[config.mk]
export PLATFORM = sky130hd
export DESIGN_NAME = io_sched_flat
export DESIGN_NICKNAME = d
export VERILOG_FILES = /design/src/rtl/io_sched_pkg.sv /design/src/rtl/io_sched_if.sv /design/src/rtl/io_sched_rr_arb2.sv /design/src/rtl/io_sched.sv /design/src/flat_wrapper.sv
export SDC_FILE = /design/constraint.sdc
export NUM_CORES = 1
export LEC_CHECK = 0
export BUFFER_PORTS_ARGS = -buffer_cell sky130_fd_sc_hd__buf_2
export CORE_MARGIN = 2
export CORE_UTILIZATION = 53
export DETAILED_ROUTE_END_ITERATION = 10
export PLACE_DENSITY_LB_ADDON = 0.3
export SLEW_MARGIN = 20
export SYNTH_ARGS = -nofsm -noshare
export SYNTH_HDL_FRONTEND = slang
export SYNTH_SLANG_ARGS = --single-unit
export TNS_END_PERCENT = 1
[constraint.sdc]
create_clock -name clk -period 1.8 [get_ports clk]
set_input_delay 0.45 -clock clk [delete_from_list [all_inputs] [get_ports clk]]
set_output_delay 0.45 -clock clk [all_outputs]
set_load 0.005 [all_outputs]
[src/rtl/io_sched_pkg.sv]
// Shared types for the I/O register sequencer: op codes, FSM states, strobe bundle.
package io_sched_pkg;

  localparam int unsigned HOLD_MIN = 1;
  localparam int unsigned HOLD_MAX = 15;
  localparam int unsigned NREQ     = 2;
  localparam int unsigned OP_W     = 2;

  typedef enum logic [1:0] {
    OP_CLEAR  = 2'b00,
    OP_LOAD   = 2'b01,
    OP_STORE  = 2'b10,
    OP_SAMPLE = 2'b11
  } op_e;

  typedef enum logic [2:0] {
    ST_IDLE,
    ST_CLR,
    ST_LOAD,
    ST_DRIVE,
    ST_CAPT,
    ST_PRESENT,
    ST_DONE
  } state_e;

  typedef struct packed {
    logic in_en;
    logic out_en;
    logic port_in;
    logic port_out;
    logic clr;
  } strobe_t;

  // One strobe per active state; IDLE and DONE drive nothing.
  function automatic strobe_t strobe_decode(input state_e s);
    strobe_t st;
    st = '0;
    case (s)
      ST_CLR:     st.clr      = 1'b1;
      ST_LOAD:    st.in_en    = 1'b1;
      ST_DRIVE:   st.port_out = 1'b1;
      ST_CAPT:    st.port_in  = 1'b1;
      ST_PRESENT: st.out_en   = 1'b1;
      default:    ;
    endcase
    return st;
  endfunction

endpackage

[src/rtl/io_sched_if.sv]
// Requester-side handshake and I/O register strobe bundle for io_sched.
interface io_sched_if;
  logic       program_mode;
  logic [1:0] req;
  logic [3:0] op;
  logic [1:0] gnt;
  logic [1:0] done;
  logic       busy;
  logic       in_en;
  logic       out_en;
  logic       port_in;
  logic       port_out;
  logic       clr;

  modport master (
    output program_mode, req, op,
    input  gnt, done, busy, in_en, out_en, port_in, port_out, clr
  );

  modport slave (
    input  program_mode, req, op,
    output gnt, done, busy, in_en, out_en, port_in, port_out, clr
  );
endinterface

[src/rtl/io_sched_rr_arb2.sv]
// Two-way round-robin arbiter; the requester not granted last wins a tie.
module rr_arb2 (
  input  logic       clk,
  input  logic       rst_n,
  input  logic [1:0] req,
  input  logic       en,
  output logic [1:0] gnt_c
);

  logic last_q, last_d;

  always_comb begin
    gnt_c  = 2'b00;
    last_d = last_q;
    if (en) begin
      case (req)
        2'b01:   gnt_c = 2'b01;
        2'b10:   gnt_c = 2'b10;
        2'b11:   gnt_c = last_q ? 2'b01 : 2'b10;
        default: gnt_c = 2'b00;
      endcase
    end
    if (gnt_c[1])      last_d = 1'b1;
    else if (gnt_c[0]) last_d = 1'b0;
  end

  // Pointer starts at 1 so requester 0 wins the first tie.
  always_ff @(posedge clk or negedge rst_n) begin
    if (!rst_n) last_q <= 1'b1;
    else        last_q <= last_d;
  end

endmodule

[src/rtl/io_sched.sv]
// Sequencing controller for the 8-bit I/O register: arbitrates two requesters
// and drives the register strobes in order, one operation at a time.
module io_sched
  import io_sched_pkg::*;
#(
  parameter int unsigned HOLD_CYCLES = 4
) (
  input logic       clk,
  input logic       rst,
  io_sched_if.slave bus
);

  localparam int unsigned CNT_W = $clog2(HOLD_CYCLES + 1);

  state_e           state_q, state_d;
  logic [1:0]       own_q, own_d;
  logic [CNT_W-1:0] cnt_q, cnt_d;
  logic [1:0]       gnt_q, gnt_d;
  logic [1:0]       done_q, done_d;
  logic             busy_q, busy_d;
  strobe_t          stb_q, stb_d;

  logic [1:0] elig_c;
  logic [1:0] arb_gnt_c;
  op_e        win_op_c;

  assign elig_c   = bus.req & {1'b1, ~bus.program_mode};
  assign win_op_c = arb_gnt_c[1] ? op_e'(bus.op[3:2]) : op_e'(bus.op[1:0]);

  rr_arb2 u_arb (
    .clk   (clk),
    .rst_n (rst),
    .req   (elig_c),
    .en    (state_q == ST_IDLE),
    .gnt_c (arb_gnt_c)
  );

  // Next state; op and grant are captured only at acceptance.
  always_comb begin
    state_d = state_q;
    own_d   = own_q;
    cnt_d   = cnt_q;
    case (state_q)
      ST_IDLE: begin
        if (arb_gnt_c != 2'b00) begin
          own_d = arb_gnt_c;
          case (win_op_c)
            OP_CLEAR:  state_d = ST_CLR;
            OP_LOAD:   state_d = ST_LOAD;
            OP_STORE: begin
              state_d = ST_DRIVE;
              cnt_d   = CNT_W'(HOLD_CYCLES);
            end
            OP_SAMPLE: state_d = ST_CAPT;
          endcase
        end
      end
      ST_CLR, ST_LOAD, ST_PRESENT: state_d = ST_DONE;
      ST_DRIVE: begin
        cnt_d = cnt_q - CNT_W'(1);
        if (cnt_q == CNT_W'(1)) state_d = ST_DONE;
      end
      ST_CAPT: state_d = ST_PRESENT;
      ST_DONE: begin
        state_d = ST_IDLE;
        own_d   = 2'b00;
      end
      default: state_d = ST_IDLE;
    endcase
  end

  // Outputs are decoded from the next state so they line up with state_q.
  always_comb begin
    stb_d  = strobe_decode(state_d);
    busy_d = (state_d != ST_IDLE);
    gnt_d  = (state_d != ST_IDLE) ? own_d : 2'b00;
    done_d = (state_d == ST_DONE) ? own_d : 2'b00;
  end

  always_ff @(posedge clk or negedge rst) begin
    if (!rst) begin
      state_q <= ST_IDLE;
      own_q   <= 2'b00;
      cnt_q   <= '0;
      gnt_q   <= 2'b00;
      done_q  <= 2'b00;
      busy_q  <= 1'b0;
      stb_q   <= '0;
    end else begin
      state_q <= state_d;
      own_q   <= own_d;
      cnt_q   <= cnt_d;
      gnt_q   <= gnt_d;
      done_q  <= done_d;
      busy_q  <= busy_d;
      stb_q   <= stb_d;
    end
  end

  assign bus.gnt      = gnt_q;
  assign bus.done     = done_q;
  assign bus.busy     = busy_q;
  assign bus.in_en    = stb_q.in_en;
  assign bus.out_en   = stb_q.out_en;
  assign bus.port_in  = stb_q.port_in;
  assign bus.port_out = stb_q.port_out;
  assign bus.clr      = stb_q.clr;

endmodule

[src/flat_wrapper.sv]
// flat-port wrapper written by rule: the top's interface ports become plain ports
module io_sched_flat import io_sched_pkg::*;
#(
  parameter int unsigned HOLD_CYCLES = 4
)
  (clk, rst, bus_program_mode, bus_req, bus_op, bus_gnt, bus_done, bus_busy, bus_in_en, bus_out_en, bus_port_in, bus_port_out, bus_clr);
  io_sched_if bus_i ();
  input logic clk;
  input logic rst;
  input wire logic [$bits(bus_i.program_mode)-1:0] bus_program_mode;
  input wire logic [$bits(bus_i.req)-1:0] bus_req;
  input wire logic [$bits(bus_i.op)-1:0] bus_op;
  output wire logic [$bits(bus_i.gnt)-1:0] bus_gnt;
  output wire logic [$bits(bus_i.done)-1:0] bus_done;
  output wire logic [$bits(bus_i.busy)-1:0] bus_busy;
  output wire logic [$bits(bus_i.in_en)-1:0] bus_in_en;
  output wire logic [$bits(bus_i.out_en)-1:0] bus_out_en;
  output wire logic [$bits(bus_i.port_in)-1:0] bus_port_in;
  output wire logic [$bits(bus_i.port_out)-1:0] bus_port_out;
  output wire logic [$bits(bus_i.clr)-1:0] bus_clr;
  assign bus_i.program_mode = bus_program_mode;
  assign bus_i.req = bus_req;
  assign bus_i.op = bus_op;
  assign bus_gnt = bus_i.gnt;
  assign bus_done = bus_i.done;
  assign bus_busy = bus_i.busy;
  assign bus_in_en = bus_i.in_en;
  assign bus_out_en = bus_i.out_en;
  assign bus_port_in = bus_i.port_in;
  assign bus_port_out = bus_i.port_out;
  assign bus_clr = bus_i.clr;
  io_sched #(.HOLD_CYCLES(HOLD_CYCLES)) u_core (.clk(clk), .rst(rst), .bus(bus_i));
endmodule
# After elaboration in Yosys (flattened, before gate mapping)

Cells that the tools add are included.

Input bits: 9
Flip-flop bits (word level): 19

Reduce and logical (&&, ||, !) cells: 7
Multiplexer cells: 22
Bitwise logic cells: 2
Eq/ne operators: 21
$add $sub $neg: 1

Operators by type and width:

| cell                  | number |
|---|---|
| $pmux W3 S4           | 2 |
| $eq A3 B3 Y1 const B  | 6 |
| $eq A3 B2 Y1 const B  | 4 |
| $mux W2               | 6 |
| $mux W3               | 4 |
| $eq A3 B1 Y1 const B  | 3 |
| $eq A2 B2 Y1 const B  | 4 |
| $mux W1               | 7 |
| $pmux W2 S3           | 1 |
| $pmux W3 S2           | 1 |
| $eq A2 B1 Y1 const B  | 2 |
| $ne A2 B1 Y1 const B  | 2 |
| $pmux W2 S2           | 1 |
| $reduce_bool A2 Y1    | 2 |
| $logic_not A3 Y1      | 1 |
| $reduce_and A3 Y1     | 1 |
| $reduce_bool A3 Y1    | 1 |
| $reduce_or A3 Y1      | 1 |
| $sub A3 B1 Y3 const B | 1 |
| $and A2 B2 Y2         | 1 |
| $logic_not A2 Y1      | 1 |
| $not A1 Y1            | 1 |

# Longest topological paths before layout

Gate-level depths: netlist of run 1.

Word-level depth: 12
Mapped depth: 7
Depth with buffers taken out: 7

# Hierarchy

Synthesis of run 1 repeated with hierarchy kept, for this count alone.

Cells, all modules: 93
Area, all modules: 1027.2 um^2

By module, submodules not included:

| module   | cells each | times used | area an instance (um^2) |
|---|---|---|---|
| io_sched | 84         | 1          | 957.2 |
| rr_arb2  | 9          | 1          | 70.1 |

# Worst setup path before layout of run 1

No wires, ideal clock.

Path kind: register to register
From: reg u_core.state_q[0]
To: reg u_core.gnt_q[0], in the netlist u_core.bus.gnt[0]
Path slack: 162 ps
Period minus slack after synthesis: 1638 ps
Arrival time: 1503 ps
Required time: 1666 ps
Path buffers: 1
Stages on the path, launching flop included: 7
Cell sequence: dfrtp_1 buf_2 nor2_4 and3_4 mux2i_1 mux2i_1 a21oi_1

Word-level cells in the longest chain between the ends: 9
Elaborated cells on any way between the ends: 23
Those cells by class: eq/ne (9); mux (9); reduce/logical (5)

Ends and longest elaborated chain:

| what                                       | line                           | text |
|---|---|---|
| start, declared                            | io_sched.sv:15                 | `state_e state_q, state_d;` |
| start signal, assigned                     | io_sched.sv:90                 | `state_q <= state_d;` |
| $logic_not A3 Y1                           | io_sched.sv:34, io_sched.sv:43 |  |
| $mux W2                                    | io_sched_rr_arb2.sv:15         | `if (en) begin` |
| $mux W2                                    | io_sched.sv:28                 | `assign win_op_c = arb_gnt_c[1] ? op_e'(bus.op[3:2]) : op_e'(bus.op[1:0]);` |
| $eq A2 B2 Y1, or another cell as far along | io_sched.sv:47                 | `case (win_op_c)` |
| $pmux W3 S4                                | io_sched.sv:47                 |  |
| $mux W3                                    | io_sched.sv:45                 | `if (arb_gnt_c != 2'b00) begin` |
| $pmux W3 S4                                | io_sched.sv:43                 | `case (state_q)` |
| $reduce_bool A3 Y1                         | io_sched.sv:76                 | `gnt_d = (state_d != ST_IDLE) ? own_d : 2'b00;` |
| $mux W2 (*)                                | io_sched.sv:76                 |  |
| net u_core.gnt_d[0]                        | io_sched.sv:18                 | `logic [1:0] gnt_q, gnt_d;` |
| end signal, assigned                       | io_sched.sv:93                 | `gnt_q <= gnt_d;` |
| end, declared                              | io_sched.sv:18                 |  |

The timed path passes the listed nets; every way through them passes the cells marked *.
A chain may end at the register's enable or synchronous reset.

# Final worst setup path of run 1

From: reg u_core.u_arb.last_q
To: reg u_core.gnt_q[1], in the netlist u_core.bus.gnt[1]

Word-level cells in the longest chain between the ends: 10
Elaborated cells on any way between the ends: 16
Those cells by class: eq/ne (3); mux (10); reduce/logical (3)

Ends and longest elaborated chain:

| what                                       | line                   | text |
|---|---|---|
| start, declared                            | io_sched_rr_arb2.sv:10 | `logic last_q, last_d;` |
| start signal, assigned                     | io_sched_rr_arb2.sv:30 | `else last_q <= last_d;` |
| $mux W2 (*)                                | io_sched_rr_arb2.sv:19 | `2'b11: gnt_c = last_q ? 2'b01 : 2'b10;` |
| $pmux W2 S3 (*)                            | io_sched_rr_arb2.sv:16 | `case (req)` |
| $mux W2 (*)                                | io_sched_rr_arb2.sv:15 |  |
| $mux W2                                    | io_sched.sv:28         |  |
| $eq A2 B2 Y1, or another cell as far along | io_sched.sv:47         |  |
| $pmux W3 S4                                | io_sched.sv:47         |  |
| $mux W3                                    | io_sched.sv:45         |  |
| $pmux W3 S4                                | io_sched.sv:43         |  |
| $reduce_bool A3 Y1                         | io_sched.sv:76         |  |
| $mux W2 (*)                                | io_sched.sv:76         |  |
| net u_core.gnt_d[1]                        | io_sched.sv:18         |  |

Marked as above.

==> results of run 1 <==
[metrics by stage]
step	TNS, ns	total power, mW	instances
3_5_place_dp	-0.210	1.59	146
6_report	0	1.86	150
3_3_place_gp	0	1.55	146
4_1_cts	0	1.83	150
2_1_floorplan	0	1.26	95
5_1_grt	0	2.01	150
[cell type report]
type                            count  area [µm²]  area share (%)
Clock buffer                        3        22.5            1.86
Tap cell                           25        31.3            2.58
Inverter                            7        26.3            2.17
Multi-Input combinational cell     66         478            39.4
Clock inverter                      1        5.00           0.413
Sequential cell                    19         477            39.3
Timing Repair Buffer               29         173            14.2
[report_power, final]
group,switching [mW],internal [mW],total (mW)
clock network,0.137,0.0829,0.220
logic,0.516,0.430,0.945
registers,0.105,0.594,0.699
[registers in the layout, indices dropped and copies added (netlist names)]
signal	cells
u_core.bus.busy	1
u_core.bus.clr	1
u_core.bus.done	2
u_core.bus.gnt	2
u_core.bus.in_en	1
u_core.bus.out_en	1
u_core.bus.port_in	1
u_core.bus.port_out	1
u_core.cnt_q	3
u_core.own_q	2
u_core.state_q	3
u_core.u_arb.last_q	1
[cells in the mapped netlist (all sizes together) (2+ instances only)]
cell	instances
a21boi	2
a21oi	7
a32oi	2
and3	3
buf	3
dfrtp	18
ha	2
inv	7
mux2i	3
nand2	4
nand2b	3
nand3	5
nand3b	4
nand4	2
nor2	2
nor2b	3
nor3	5
o21a	2
o21ai	6
[layer usage]
layer / GRT usage, % / wire length [µm] / vias up / part of all wire (%)
met1: 32.3 / 1010 / 393 / 46
met5: 0 / 0 / - / 0
li1: - / - / 402 / -
met4: 11.1 / 51 / 0 / 2.3
met2: 37.3 / 1020 / 47 / 46
met3: 4.62 / 131 / 7 / 5.9
[how the worst max path moves through the flow]
stage	slack (ns)	cells after the start	from	end
6_report	0.07	5	u_core.u_arb.last_q	u_core.bus.gnt[1]
3_3_place_gp	0.03	7	bus_req[0]	u_core.bus.gnt[0]
2_1_floorplan	0.16	6	u_core.state_q[0]	u_core.bus.gnt[0]
5_1_grt	0.02	5	u_core.u_arb.last_q	u_core.bus.gnt[0]
4_1_cts	0.02	5	u_core.u_arb.last_q	u_core.bus.gnt[1]
3_5_place_dp	-0.1	6	bus_req[1]	u_core.bus.gnt[1]
[logic make-up (layout without fill, tap and decap cells)]
| family | after synthesis | count (layout) | synth area share [%] |
|---|---|---|---|
| AOI/OAI and AO/OA | 25 | 25 | 16.4 |
| adders and majority gates | 2 | 2 | 2.55 |
| buffers and inverters | 10 | 40 | 4.46 |
| DFF | 19 | 19 | 48.5 |
| muxes | 4 | 4 | 4.20 |
| and+or+nand+nor | 35 | 35 | 23.8 |
[critical path: cells and delay by family (launching register included)]
family / cells / cell delay (ns)
DFF: 1 / 0.58
and+or+nand+nor: 2 / 0.33
muxes: 2 / 0.56
AOI/OAI and AO/OA: 1 / 0.14
[repair_timing]
action | in CTS | in global routing
endpoints found under the setup margin | 2 | 4
pin swaps | 0 | 0
resized for setup | 1 | 2
==> qor_table.md, run 1 <==
| Metric | Reported | Unit |
| --- | --- | --- |
| Result of the run | finished, final reports clean | - |
| Clock network latency to the later pin of the worst-skew pair | 0.30 | ns |
| Via count | 849 | - |
| Most used cells in the layout excluding fill and tap cells | sky130_fd_sc_hd__buf_2 (18), sky130_fd_sc_hd__dfrtp_1 (18), sky130_fd_sc_hd__buf_4 (11), sky130_fd_sc_hd__a21oi_1 (7), sky130_fd_sc_hd__inv_1 (7) | - |
| Final GP Congestion | 0.964 | - |
| Data arrival time of the critical path | 1.91 | ns |
| Worst endpoint required time | 1.98 | ns |
| Number of clock sinks seen by CTS | 19 | - |
| Crit path max-delay cell type | sky130_fd_sc_hd__dfstp_2 | - |
| All-Layer GR Usage | 24.0 | % |
| Per-instance average area after synthesis | 10.3 | µm² |
| Vias per inst | 5.66 | - |
| Fraction of registers with async set or reset after synthesis | 100 | % |
| First drt pass iteration count | 4 | - |
| Critical Path Max Stage Delay | 0.58 | ns |
| Largest area contributor in the netlist | sky130_fd_sc_hd__dfrtp_1 | - |
| Gr ovfl total | 0 | - |
| Final worst-path cycle share | 96.0 | % |
| Post-synthesis sequential element count | 19 | - |
| Total number of placement rows | 15 | - |
| Die ar. | 2210 | µm² |
| Port Buf Inserts | 18 | - |
| Antenna-violating nets left | 0 | - |
| Number of buffers on the longest clock path | 2 | - |
| Max Freq | 0.578 | GHz |
| Measured slew at the worst slew-check pin | 0.402 | ns |
| DPL Wire Length | 1.64 | mm |
| Instance count of the mapped netlist | 95 | - |
| Sum of routed wire length over all layers | 2.21 | mm |
| I/O pin cnt | 19 | - |
| Distinct cell type count after synthesis | 36 | - |
| Nets | 137 | - |
| Final worst clock skew | 0.00361 | ns |
| Standard cell core area | 1730 | µm² |
| # fillers | 140 | - |
| Launch point of the worst reg-to-reg path | u_core.u_arb.last_q | - |
| Clock transition time at the flip-flop clock pins of the worst setup and hold paths | 0.11 | ns |
| Antenna cells | 0 | - |
| Antenna violations before repair | 0 | - |
| Total non-filler cell area in the finished layout | 1210 | µm² |
| Biggest fanout along the worst timing path | 9 | - |
| Pins over their slew limit | 0 | - |
| Portion of synthesized cell area occupied by the leading cell type | 45.9 | % |
| Number of DRC violations after detailed routing | 0 | - |
| Drt first-iter violations | 61 | - |
| Post-route setup slack | 0.0713 | ns |
| Cell area after placement | 1170 | µm² |
| Final setup viols | 0 | - |
| Wire length of the first global-routing pass | 3.62 | mm |
| Largest cells by area after synthesis | sky130_fd_sc_hd__dfrtp_1 (46%), sky130_fd_sc_hd__a21oi_1 (3.6%), sky130_fd_sc_hd__mux2i_1 (3.1%) | - |
| Part of the Yosys area used for sequential elements | 48.5 | % |
| Average routed wire per standard cell | 14.7 | µm |
| Areal power density over the cells | 1540 | nW/µm² |
| Critical path, cell by cell | nand3b_4 -> and3_4 -> mux2i_4 -> mux2i_2 -> a21oi_1 | - |
| Shortest clock period the worst path allows after layout | 1.73 | ns |
| P_leak | 0.610 | nW |
| Place WS | -0.0951 | ns |
| Effective utilization at floorplan | 56.9 | % |
| Share of post-route cells with drive strength above 1 | 33.6 | % |
| Number of buffers added by the clock tree synthesis step | 3 | - |
| Via count of the first global-routing pass | 774 | - |
| Main flop type after synthesis | sky130_fd_sc_hd__dfrtp_1 | - |
| Crit path kind | reg -> reg | - |
| Cell Area, Synth | 982 | µm² |
| EDFF count, synth | 0 | - |
| Cell at the root of the clock tree | sky130_fd_sc_hd__clkbuf_4 | - |
| Count of endpoints failing hold in the final timing report | 0 | - |
| Worst relative slew slack | 73.2 | % |
| Worst hold-check slack | 0.0557 | ns |
| Mapped Nets | 106 | - |
| Maximum level of the CTS H-tree | 1 | - |
| Post-CTS setup buffers | 0 | - |
| TritonCTS clock tree | done | - |
| Die height | 47.1 | µm |
| RSZ-0062 raised after global routing | no | - |
| Worst reg-to-reg setup slack | 0.07 | ns |
| Number of hold buffers added after cts | 0 | - |
| Endpoint of the worst-slack reg-to-reg timing path | u_core.bus.gnt[1] | - |
| Max-capacitance violation count | 0 | - |
| Horizontal die dimension | 47.1 | µm |
| Util after Layout | 70.2 | % |
| Largest net degree at the start of global routing | 20 | - |
| Min-Delay Path Class | in -> async | - |
| Worst IR drop on VDD | 0.000716 | V |
| Growth of design area from synthesis to finish | 23.4 | % |
| Critical Path End Type | register | - |
| Nature of the critical path startpoint | register | - |
| Path depth of the worst reg2reg path | 5 | - |
| Number of warning messages in the yosys log | 0 | - |
Note: power is estimated with default switching activity, not from simulation.
==> run 2, diff against run 1 <==
--- a/config.mk
+++ b/config.mk
@@ -7,7 +7,7 @@
 export LEC_CHECK = 0
 export BUFFER_PORTS_ARGS = -buffer_cell sky130_fd_sc_hd__buf_2
 export CORE_MARGIN = 2
-export CORE_UTILIZATION = 53
+export CORE_UTILIZATION = 57
 export DETAILED_ROUTE_END_ITERATION = 10
 export PLACE_DENSITY_LB_ADDON = 0.3
 export SLEW_MARGIN = 20
==> constraint.sdc (replaced) <==
create_clock -name clk -period 2 [get_ports clk]
set_input_delay 0.5 -clock clk [delete_from_list [all_inputs] [get_ports clk]]
set_output_delay 0.5 -clock clk [all_outputs]
set_load 0.005 [all_outputs]
==> run 2 against run 1 <==
Compared with the run above:
- clock power shrank 9.1%
- via count shrank 7.5%
- sequential share of layout area grew 2.9 points
- first-iteration DRC count shrank 72%
- die area shrank 6.4%
- clock-buffer cell count is the same
- routed wire length shrank 11%
- cell area shrank 6.9%
- utilization grew 2.2 points
- clock skew grew 0.0041 ns
- maximum frequency shrank 8.9%
==> qor_table.md, run 2 (synthesis results as in run 1) <==
| Metric | Reported | Unit |
| --- | --- | --- |
| Result of the run | finished, final reports clean | - |
| Antenna cells | 0 | - |
| Worst setup startpoint | u_core.state_q[2] | - |
| First drt pass iteration count | 4 | - |
| Average routed wire per standard cell | 14.7 | µm |
| All-Layer GR Usage | 21.4 | % |
| Largest net degree at the start of global routing | 20 | - |
| Most used cells in the layout excluding fill and tap cells | sky130_fd_sc_hd__buf_2 (18), sky130_fd_sc_hd__dfrtp_1 (18), sky130_fd_sc_hd__a21oi_1 (7), sky130_fd_sc_hd__inv_1 (7), sky130_fd_sc_hd__o21ai_0 (6) | - |
| DPL Wire Length | 1.46 | mm |
| Biggest fanout along the worst timing path | 10 | - |
| Footprint of the multi-input gates | 465 | µm² |
| Wire length of the first global-routing pass | 3.07 | mm |
| Worst hold-check slack | 0.0920 | ns |
| Shortest clock period the worst path allows after layout | 1.90 | ns |
| Via count of the first global-routing pass | 717 | - |
| Gr ovfl total | 0 | - |
| Max Freq | 0.527 | GHz |
| Via count | 785 | - |
| FF+latch area | 477 | µm² |
| I/O pin cnt | 19 | - |
| Clock network latency to the later pin of the worst-skew pair | 0.31 | ns |
| Worst IR drop on VDD | 0.000928 | V |
| Growth of design area from synthesis to finish | 14.9 | % |
| Share of post-route cells with drive strength above 1 | 28.2 | % |
| Worst endpoint required time | 2.19 | ns |
| Maximum level of the CTS H-tree | 1 | - |
| Antenna violations before repair | 0 | - |
| Critical Path End Type | register | - |
| Final worst-path cycle share | 94.9 | % |
| Number of buffers on the longest clock path | 2 | - |
| Vias per inst | 5.90 | - |
| Sum of routed wire length over all layers | 1.96 | mm |
| Measured slew at the worst slew-check pin | 0.385 | ns |
| Post-CTS setup buffers | 0 | - |
| Clock transition time at the flip-flop clock pins of the worst setup and hold paths | 0.11 | ns |
| TritonCTS clock tree | done | - |
| Final worst clock skew | 0.00774 | ns |
| Min-Delay Path Class | in -> async | - |
| P_leak | 0.569 | nW |
| Cell area after placement | 1100 | µm² |
| Die height | 45.5 | µm |
| Launch point of the worst reg-to-reg path | u_core.state_q[2] | - |
| Cell at the root of the clock tree | sky130_fd_sc_hd__clkbuf_4 | - |
| # fillers | 101 | - |
| Areal power density over the cells | 1380 | nW/µm² |
| Port Buf Inserts | 18 | - |
| Total non-filler cell area in the finished layout | 1130 | µm² |
| Max-capacitance violation count | 0 | - |
| Data arrival time of the critical path | 2.09 | ns |
| Total number of placement rows | 14 | - |
| Drt first-iter violations | 17 | - |
| RSZ-0062 raised after global routing | no | - |
| Nature of the critical path startpoint | register | - |
| Pins over their slew limit | 0 | - |
| Registers with the most flip-flops | u_core.cnt_q (3), u_core.state_q (3) | - |
| Crit path kind | reg -> reg | - |
| Final setup viols | 0 | - |
| Number of buffers added by the clock tree synthesis step | 3 | - |
| Worst relative slew slack | 73.6 | % |
| Horizontal die dimension | 45.5 | µm |
| Antenna-violating nets left | 0 | - |
| Nets | 129 | - |
| Number of DRC violations after detailed routing | 0 | - |
| Standard cell core area | 1560 | µm² |
| Effective utilization at floorplan | 63.0 | % |
| Fin cells | 133 | - |
| Cell total after placement | 129 | - |
| Number of clock sinks seen by CTS | 19 | - |
| Final GP Congestion | 0.959 | - |
| Die ar. | 2070 | µm² |
| Count of endpoints failing hold in the final timing report | 0 | - |
==> run 2: cell count changes in the layout (fill, tap and decap cells not counted), sizes merged <==
cell,change
buf,-8
==> run 2: final cells by class <==
cell class	count	share of cell area, %
tap	16	1.77
timing repair buffer	21	9.98
clock inverter	1	0.443
inverter	7	2.33
sequential	19	42.2
clock buffer	3	2.00
multi-input combinational	66	41.2
==> run 2: repair_timing <==
item                                    in CTS  in global routing
hold buffers                                 0                  0
endpoints found under the setup margin       0                  1
gates resized for setup                      0                  1
==> run 2: power breakdown <==
group          switching [mW]  leakage [nW]  internal [mW]  total [mW]
Combinational           0.399         0.310          0.317       0.717
Sequential              0.105         0.241          0.535       0.639
Clock                   0.125        0.0177         0.0749       0.200
==> run 2: stage by stage <==
stage          power, mW  setup TNS [ns]  setup WS, ns  util, %
2_1_floorplan       1.13               0         0.362        -
3_3_place_gp        1.32               0         0.155     70.4
3_5_place_dp        1.34         -0.0297       -0.0178     70.4
4_1_cts             1.54               0         0.116     72.2
5_1_grt             1.67               0        0.0249     72.4
6_report            1.56               0         0.101     72.4
==> run 2: path summary, 6_finish.rpt <==
check | endpoint | slack (ns) | depth (start not counted)
setup / recovery | u_core.bus.gnt[0] | 0.10 | 5
hold / removal | u_core.bus.clr | 0.09 | 1
max in group asynchronous | u_core.u_arb.last_q | 1.59 | 1
hold reg to reg | u_core.own_q[1] | 0.51 | 2
min in group clk | u_core.own_q[1] | 0.51 | 2
setup reg to reg | u_core.bus.gnt[0] | 0.10 | 5
==> run 2: critical path, cell delays in order, from the launching register on <==
cell and delay (ns):
sky130_fd_sc_hd__dfrtp_1 0.51, sky130_fd_sc_hd__nor2b_4 0.20, sky130_fd_sc_hd__and3_4 0.22, sky130_fd_sc_hd__mux2i_1 0.38, sky130_fd_sc_hd__mux2i_2 0.36, sky130_fd_sc_hd__a21oi_1 0.11
==> run 2: layer usage <==
metal | routed length [µm] | share of wire (%) | GRT usage, %
met3 | 96 | 4.9 | 4.76
met2 | 959 | 49 | 34.6
met5 | 0 | 0 | 0
met4 | 51 | 2.6 | 13.5
met1 | 851 | 43 | 25.6
==> run 3, diff against run 2 <==
--- a/config.mk
+++ b/config.mk
@@ -6,8 +6,10 @@
 export NUM_CORES = 1
 export LEC_CHECK = 0
 export BUFFER_PORTS_ARGS = -buffer_cell sky130_fd_sc_hd__buf_2
+export CELL_PAD_IN_SITES_DETAIL_PLACEMENT = 0
+export CELL_PAD_IN_SITES_GLOBAL_PLACEMENT = 2
 export CORE_MARGIN = 2
-export CORE_UTILIZATION = 57
+export CORE_UTILIZATION = 36
 export DETAILED_ROUTE_END_ITERATION = 10
 export PLACE_DENSITY_LB_ADDON = 0.3
 export SLEW_MARGIN = 20
==> run 3 against run 2 <==
Compared with the run above:
- utilization shrank 26 points
- global-route usage shrank 5.9 points
- total power grew 2.5%
- non-clock buffer count grew 3
- largest cell class unchanged
- largest power group unchanged
- highest routed layer unchanged
==> qor_table.md, run 3 (synthesis results as in run 1) <==
| Metric | Reported | Unit |
| --- | --- | --- |
| Pins over their slew limit | 0 | - |
| Number of buffers added by the clock tree synthesis step | 3 | - |
| Registers with the most flip-flops | u_core.cnt_q (3), u_core.state_q (3) | - |
| Path depth of the worst reg2reg path | 5 | - |
| Cell at the root of the clock tree | sky130_fd_sc_hd__clkbuf_4 | - |
| Final worst-path cycle share | 90.4 | % |
| Measured slew at the worst slew-check pin | 0.433 | ns |
| DPL Wire Length | 1.69 | mm |
| Worst relative slew slack | 71.1 | % |
| Via count of the first global-routing pass | 793 | - |
| Nets | 132 | - |
| RSZ-0062 raised after global routing | no | - |
| Number of DRC violations after detailed routing | 0 | - |
| Min-Delay Path Class | in -> async | - |
| Biggest fanout along the worst timing path | 6 | - |
| Number of buffers on the longest clock path | 2 | - |
| Worst hold-check slack | 0.113 | ns |
| Share of post-route cells with drive strength above 1 | 29.2 | % |
| Gr ovfl total | 0 | - |
| Data arrival time of the critical path | 1.99 | ns |
| Result of the run | finished, final reports clean | - |
| Growth of design area from synthesis to finish | 18.6 | % |
| Setup TNS | 0 | ns |
| Critical Path Sink | u_core.bus.gnt[0] | - |
| Antenna cells | 0 | - |
| Port Buf Inserts | 18 | - |
| Fin cells | 150 | - |
| Vias per inst | 5.24 | - |
| Maximum level of the CTS H-tree | 1 | - |
| Final setup viols | 0 | - |
| Via count | 786 | - |
| Antenna violations before repair | 0 | - |
| Critical Path End Type | register | - |
| Worst IR drop on VDD | 0.000740 | V |
| Wire length of the first global-routing pass | 3.73 | mm |
| Total number of placement rows | 18 | - |
| TritonCTS clock tree | done | - |
| I/O pin cnt | 19 | - |
| Max Freq | 0.553 | GHz |
| Launch point of the worst reg-to-reg path | u_core.state_q[1] | - |
| Die ar. | 3160 | µm² |
| Most used cells in the layout excluding fill and tap cells | sky130_fd_sc_hd__buf_2 (18), sky130_fd_sc_hd__dfrtp_1 (18), sky130_fd_sc_hd__a21oi_1 (7), sky130_fd_sc_hd__inv_1 (7) | - |
| Average routed wire per standard cell | 14.6 | µm |
| Sum of routed wire length over all layers | 2.20 | mm |
| Clock network latency to the later pin of the worst-skew pair | 0.30 | ns |
| Die height | 56.2 | µm |
| Endpoint of the worst-slack reg-to-reg timing path | u_core.bus.gnt[0] | - |
| Worst endpoint required time | 2.18 | ns |
| Crit path kind | reg -> reg | - |
| First drt pass iteration count | 4 | - |
| All-Layer GR Usage | 15.5 | % |
| Largest net degree at the start of global routing | 20 | - |
| Max-capacitance violation count | 0 | - |
| Nature of the critical path startpoint | register | - |
| Final GP Congestion | 0.770 | - |
| Effective utilization at floorplan | 38.9 | % |
| P_leak | 0.585 | nW |
| Areal power density over the cells | 1370 | nW/µm² |
| Shortest clock period the worst path allows after layout | 1.81 | ns |
| Number of gates given a new drive strength after cts | 0 | - |
| Clock transition time at the flip-flop clock pins of the worst setup and hold paths | 0.11 | ns |
| Number of hold buffers added after cts | 0 | - |
| Antenna-violating nets left | 0 | - |
| Worst setup startpoint | u_core.state_q[1] | - |
| Number of clock sinks seen by CTS | 19 | - |
| Util after Layout | 46.2 | % |
| Final worst clock skew | 0.00562 | ns |
| Cell total after placement | 146 | - |
| Standard cell core area | 2520 | µm² |
| Worst reg-to-reg setup slack | 0.19 | ns |
| Post-CTS setup buffers | 0 | - |
| Drt first-iter violations | 16 | - |
| Count of endpoints failing hold in the final timing report | 0 | - |
| Horizontal die dimension | 56.2 | µm |
-- run 3: power breakdown --
group / leakage [nW] / internal [mW] / switching, mW
sequential: 0.241 / 0.535 / 0.0990
combinational: 0.326 / 0.340 / 0.421
clock: 0.0177 / 0.0746 / 0.125
-- run 3: worst min-delay path by stage --
| stage | to | slack, ns | start |
|---|---|---|---|
| final | u_core.cnt_q[1] | 0.11 | rst |
| after global routing | u_core.cnt_q[1] | 0.13 | rst |
| after CTS | u_core.cnt_q[1] | 0.13 | rst |
| after detailed placement | u_core.cnt_q[1] | 0.46 | rst |
| after global placement | u_core.cnt_q[1] | 0.46 | rst |
| after floorplan | u_core.bus.busy | 0.20 | rst |
-- run 3: worst max-delay path, stage by stage, from the launching register on --
cell and delay, ns:
sky130_fd_sc_hd__dfrtp_1 0.49, sky130_fd_sc_hd__nor2_4 0.20, sky130_fd_sc_hd__and3_4 0.22, sky130_fd_sc_hd__mux2i_1 0.30, sky130_fd_sc_hd__mux2i_1 0.37, sky130_fd_sc_hd__a21oi_1 0.11
-- run 3: per-stage QoR --
step	instance area (µm²)	setup WS [ns]	power (mW)
finish	1160	0.191	1.59
global route	1160	0.00208	1.75
global placement	1140	0.132	1.39
detailed placement	1140	0.0307	1.40
floorplan	982	0.362	1.13
CTS	1160	0.171	1.60
-- run 3: area by class of cell --
class	count	area [µm²]
fillers	259	1360
flip-flops and latches	19	477
multi-input cells	66	462
repair buffers	24	135
well taps	30	37.5
inverters	7	26.3
clock buffers	3	22.5
clock inverters	1	5.00
-- run 3: routing by layer --
layer | GRT usage (%) | up-vias | routed length (µm)
li1 | - | 394 | -
met1 | 20.0 | 366 | 1020
met2 | 25.4 | 19 | 1040
met3 | 2.09 | 7 | 76
met4 | 7.48 | 0 | 61
met5 | 0 | - | 0
